==> src/rtl/imm_gen_pipe.sv <==
// Registered RISC-V immediate generator (I/S/B/U/J/shamt) with an XLEN-wide output.
// Latency: an accepted beat is presented on out_* from the next cycle; throughput is 1 beat/cycle.
// Backpressure: an output register plus a 1-deep skid register; in_ready drops only when the skid is full.
module imm_gen_pipe #(
  parameter int XLEN        = 32,  // 32 or 64
  parameter int AUTO_DECODE = 0,   // 1: derive the format from the opcode
  parameter int CNT_W       = 16
) (
  input  logic             clk,
  input  logic             rst_n,
  input  logic             in_valid,
  output logic             in_ready,
  input  logic [31:0]      in_instr,
  input  logic [2:0]       in_imm_sel,
  output logic             out_valid,
  input  logic             out_ready,
  output logic [XLEN-1:0]  out_imm,
  output logic             out_fmt_err,
  output logic [CNT_W-1:0] err_cnt
);

  localparam logic [2:0] SEL_R     = 3'b000;
  localparam logic [2:0] SEL_I     = 3'b001;
  localparam logic [2:0] SEL_S     = 3'b010;
  localparam logic [2:0] SEL_U     = 3'b011;
  localparam logic [2:0] SEL_B     = 3'b100;
  localparam logic [2:0] SEL_J     = 3'b101;
  localparam logic [2:0] SEL_SHAMT = 3'b110;

  localparam logic [CNT_W-1:0] CNT_MAX = {CNT_W{1'b1}};

  logic [2:0]        sel;
  logic              dec_err;
  logic signed [31:0] imm32;
  logic [XLEN-1:0]   imm_nxt;
  logic              err_nxt;

  logic [XLEN-1:0]   skid_imm;
  logic              skid_err;
  logic              skid_valid;

  logic              accept;
  logic              out_load;

  // Format select: explicit select, or self-decoded from the opcode.
  always_comb begin
    sel     = in_imm_sel;
    dec_err = 1'b0;
    if (AUTO_DECODE != 0) begin
      sel = SEL_R;
      case (in_instr[6:0])
        7'b0110011: sel = SEL_R;
        // OP-IMM shifts (funct3 001/101) carry a shift amount instead of an I immediate.
        7'b0010011: sel = (in_instr[13:12] == 2'b01) ? SEL_SHAMT : SEL_I;
        7'b0000011,
        7'b1100111,
        7'b1110011: sel = SEL_I;
        7'b0100011: sel = SEL_S;
        7'b1100011: sel = SEL_B;
        7'b0110111,
        7'b0010111: sel = SEL_U;
        7'b1101111: sel = SEL_J;
        default:    dec_err = 1'b1;
      endcase
    end
  end

  // Immediate extraction; built at 32 bits then sign-extended to XLEN.
  always_comb begin
    err_nxt = dec_err;
    case (sel)
      SEL_R:     imm32 = '0;
      SEL_I:     imm32 = {{20{in_instr[31]}}, in_instr[31:20]};
      SEL_S:     imm32 = {{20{in_instr[31]}}, in_instr[31:25], in_instr[11:7]};
      SEL_U:     imm32 = {in_instr[31:12], 12'b0};
      SEL_B:     imm32 = {{19{in_instr[31]}}, in_instr[31], in_instr[7],
                          in_instr[30:25], in_instr[11:8], 1'b0};
      SEL_J:     imm32 = {{11{in_instr[31]}}, in_instr[31], in_instr[19:12],
                          in_instr[20], in_instr[30:21], 1'b0};
      // Top bit is always zero here, so the later sign extension is a zero extension.
      SEL_SHAMT: imm32 = (XLEN == 64) ? {26'b0, in_instr[25:20]}
                                      : {27'b0, in_instr[24:20]};
      default: begin
        imm32   = '0;
        err_nxt = 1'b1;
      end
    endcase
    if (err_nxt) imm32 = '0;
    imm_nxt = XLEN'(imm32);
  end

  // Skid full blocks the input; reset holds it off entirely.
  assign in_ready = rst_n & ~skid_valid;
  assign accept   = in_valid & in_ready;
  assign out_load = ~out_valid | out_ready;

  // Output/skid registers: skid drains first to keep beats in order.
  always_ff @(posedge clk) begin
    if (!rst_n) begin
      out_valid   <= 1'b0;
      out_imm     <= '0;
      out_fmt_err <= 1'b0;
      skid_valid  <= 1'b0;
      skid_imm    <= '0;
      skid_err    <= 1'b0;
    end else if (out_load) begin
      if (skid_valid) begin
        out_valid   <= 1'b1;
        out_imm     <= skid_imm;
        out_fmt_err <= skid_err;
        skid_valid  <= 1'b0;
      end else if (accept) begin
        out_valid   <= 1'b1;
        out_imm     <= imm_nxt;
        out_fmt_err <= err_nxt;
      end else begin
        out_valid   <= 1'b0;
      end
    end else if (accept) begin
      skid_valid <= 1'b1;
      skid_imm   <= imm_nxt;
      skid_err   <= err_nxt;
    end
  end

  // Saturating count of accepted beats flagged with a format error.
  always_ff @(posedge clk) begin
    if (!rst_n) begin
      err_cnt <= '0;
    end else if (accept && err_nxt && (err_cnt != CNT_MAX)) begin
      err_cnt <= err_cnt + CNT_W'(1);
    end
  end

endmodule

==> config.mk <==
export PLATFORM = sky130hd
export DESIGN_NAME = imm_gen_pipe
export DESIGN_NICKNAME = d
export VERILOG_FILES = /design/src/rtl/imm_gen_pipe.sv
export SDC_FILE = /design/constraint.sdc
export NUM_CORES = 1
export LEC_CHECK = 0
export CAP_MARGIN = 15
export CORE_MARGIN = 5
export CORE_UTILIZATION = 54
export CTS_BUF_LIST = sky130_fd_sc_hd__clkbuf_16
export DETAILED_ROUTE_END_ITERATION = 8
export GPL_TIMING_DRIVEN = 0
export PLACE_DENSITY_LB_ADDON = 0.05
export SLEW_MARGIN = 20
export SYNTH_ARGS = -nofsm -noshare
export SYNTH_HDL_FRONTEND = slang
export SYNTH_SLANG_ARGS = --single-unit
export TNS_END_PERCENT = 100
==> constraint.sdc <==
create_clock -name clk -period 2.55 [get_ports clk]
set_input_delay 0.51 -clock clk [delete_from_list [all_inputs] [get_ports clk]]
set_output_delay 0.51 -clock clk [all_outputs]
set_load 0.01 [all_outputs]
==> results_dict.tcl <==
set metrics [dict create \
    die_h_um 95.8 \
    slew_violations 0 \
    ys.flop_type "dfxtp_1" \
    clockBufferDepth 2 \
    routed_wl_um 12000 \
    hold_viol 0 \
    min_path_cells 2 \
    dr.pass1.iters 5 \
    rrSetupSlack_ps 590 \
    num_rows 31 \
    status "finished, final reports clean" \
    maxCapViolCount 0 \
    grt_max_degree 16 \
    synthToLayoutAreaGrowth_pct 30.3 \
    die_area_um2 9180 \
    path_max_fanout 12 \
    drt_iter0_markers 259 \
    cts_max_level 3 \
    cp_slowest_stage_delay_ps 580 \
    grt_pass1_vias 3869 \
    path_clk_slew_ps 70 \
    clock.fmax_mhz 415 \
    pre_cts_slack_ps -238 \
    worst_setup_path_end_kind "primary output" \
    p_leak_nw 1.71 \
    vias 4155 \
    fin_skew_ps 8.04 \
    switching_share_pct 27.2 \
    cp.required_ps 2040 \
    r2r_start "skid_valid$_SDFFE_PP0P_" \
    cp_cell_sequence "dlygate4sd2_1 > inv_1 > nor2_1 > clkdlybuf4s50_1" \
    stdcell_area_um2 5180 \
    min_path_type "reg -> reg" \
    antenna_found_initial 0 \
    combPwrFrac_pct 13.6 \
    final_layout_size_suffix_gt1_share_pct 6.69 \
    cp_slowest_cell "clkdlybuf4s50_1" \
    seq_area_frac_synth_pct 42.3 \
    numPortBuffers 81 \
    ios 90 \
    p_per_area_nw_per_um2 582 \
    reg2regPathDepth 6 \
    finalPower_mw 3.02 \
    async_flop_share_pct 0 \
    reg2reg_to "skid_imm[14]$_SDFFE_PN0P_" \
    drcViolationCount 0 \
    synth_warnings 0 \
    cts-hold-fix-buffers 0 \
    hold_start "skid_imm[7]$_SDFFE_PN0P_" \
    cts_root_buf "clkbuf_16" \
    routedWlPerCell_um 18.0 \
    gr-total-overflow 0 \
    hold-path-endpoint "skid_imm[7]$_SDFFE_PN0P_" \
    globalplace.congestion 0.904 \
    syn_nets 512 \
    rsz0062_at_grt "false" \
    clock_sinks 84 \
    finalSetupViolations 0 \
    worst_pin_slew_ps 727 \
    grtUsageTotal_pct 26.8 \
    start_util_pct 55.1 \
    cts_tree "done" \
    avgSynthCellArea_um2 8.43 \
    synth_edf_count 0 \
    irDropWorstVdd_mv 0.400 \
    critical_path_class "in -> out" \
    via_per_inst 6.23 \
    final.min_clock_period_ps 2410 \
    drtAntennaViolNets 0 \
    synth_area_um2 3980 \
    internal_power_mw 2.20 \
    synth_cell_types 47 \
    place_hpwl_um 8680 \
    synth-seq-cells 84 \
    startpoint_type "primary input" \
    layout.nets 603 \
    setup_ws_ps 141 \
    grt_first_pass_wirelength_um 19400 \
    fin_setup_tns_ps 0 \
    slew_headroom_pct 51.2 \
    clock_latency_ps 340 \
    power_frac_seq_pct 45.6 \
    die_w_um 95.8 \
    coreArea_um2 7210 \
    numCtsBuffers 9 \
    synthCells 472 \
    placed_area_um2 4910 \
    timing.final.crit_share_pct 94.5 \
    arrival_ps 1900 \
    p_clk_share_pct 40.8 \
    num_antenna_cells 0 \
    switching_power_uw 820 \
]
## registers in the layout, summed over array words and instances (netlist names)
register / count
err_cnt: 16
out_fmt_err: 1
out_imm: 32
out_valid: 1
skid_err: 1
skid_imm: 32
skid_valid: 1
## layer usage
metal  global-route usage, %  routed length, um
met5                       0                  0
met4                    9.36                262
met3                    4.53                875
met2                    44.4               5850
met1                    35.3               5030
## how the worst max path moves through the flow
stage | startpoint | end | cells past startpoint
4_1_cts | rst_n | in_ready | 4
6_report | rst_n | in_ready | 4
5_1_grt | rst_n | in_ready | 4
2_1_floorplan | in_imm_sel[1] | out_imm[4]$_SDFFE_PN0P_ | 5
3_5_place_dp | rst_n | in_ready | 5
3_3_place_gp | rst_n | in_ready | 5
## logic make-up (layout without fill, tap and decap cells)
family,after synthesis,in the layout,synth area share (%)
simple gates,165,165,21.4
compound gates,160,160,27.6
flops,84,84,42.3
buf+inv,50,146,5.28
mux,11,11,2.93
fa+ha+maj,1,1,0.315
xor+xnor,1,1,0.220
## metrics by stage
step / std cells / utilization [%] / hold slack (ps)
finish: 667 / 71.9 / 459
global route: 667 / 71.9 / 478
CTS: 667 / 71.9 / 456
detailed placement: 652 / 68.1 / 450
global placement: 652 / 68.1 / 439
floorplan: 472 / - / 432
## worst max-delay path: cells and delay by family
kind | cells | cell delay (ps)
buffers and inverters | 3 | 1150
and+or+nand+nor | 1 | 230
## synth_stat cells, types with 5 or more instances
master,n,share of area (%)
dfxtp_1,84,42
nand2_1,53,5.0
a211oi_1,40,7.5
clkbuf_1,31,2.9
a21oi_1,29,3.6
nor2_1,28,2.6
nor3_1,27,3.4
o211ai_1,21,4.0
o22ai_1,20,3.1
o21ai_0,15,1.9
buf_2,12,1.5
nand3_1,10,1.3
nand4_1,10,1.6
and2_1,7,1.1
o31ai_1,7,1.3
a22oi_1,6,1.1
mux2i_1,6,1.5
or4_1,6,1.1
mux2_2,5,1.4
o221ai_1,5,1.1
## layout by cell type, fill, tap and decap left out, drive strengths merged, types with 2 or more instances in the layout
cell type,instances
nand2,53
o311a,2
o21ai,15
o211ai,21
o221ai,5
a311oi,2
o21a,2
and2,7
and3,2
nor2b,4
and4,3
clkbuf,39
clkdlybuf4s50,80
o22ai,20
mux2,5
buf,15
a221oi,4
or4,6
nor2,28
clkinvlp,4
mux2i,6
o211a,2
nand2b,3
nand4,12
nor3,27
a21oi,29
o31ai,7
or3,2
nor4bb,4
nand3,10
a211oi,40
inv,7
dfxtp,84
a22oi,6
## area by class of cell
cell class                      instances  area, um2
Sequential cell                        84       1680
Multi-Input combinational cell        338       2090
Buffer                                 45        191
Timing Repair Buffer                   81        810
Tap cell                               99        124
Inverter                                4       15.0
Clock buffer                            9        225
Clock inverter                          7       51.3
Fill cell                             637       2030
## power groups by stage
stage                     Clock, mW  Combinational, mW  Sequential [mW]
after CTS                      1.23              0.407             1.38
after global placement            0              0.397             1.41
final                          1.23              0.410             1.38
after floorplan                   0              0.200             1.42
after detailed placement          0              0.404             1.41
after global routing           1.29              0.442             1.38
## what timing repair did
| item | CTS | global route |
|---|---|---|
| setup buffers | 0 | 0 |
| resized for setup | 1 | 0 |
| endpoints found under the setup margin | 1 | 0 |
No activity file was read; power rests on OpenSTA's default activity.
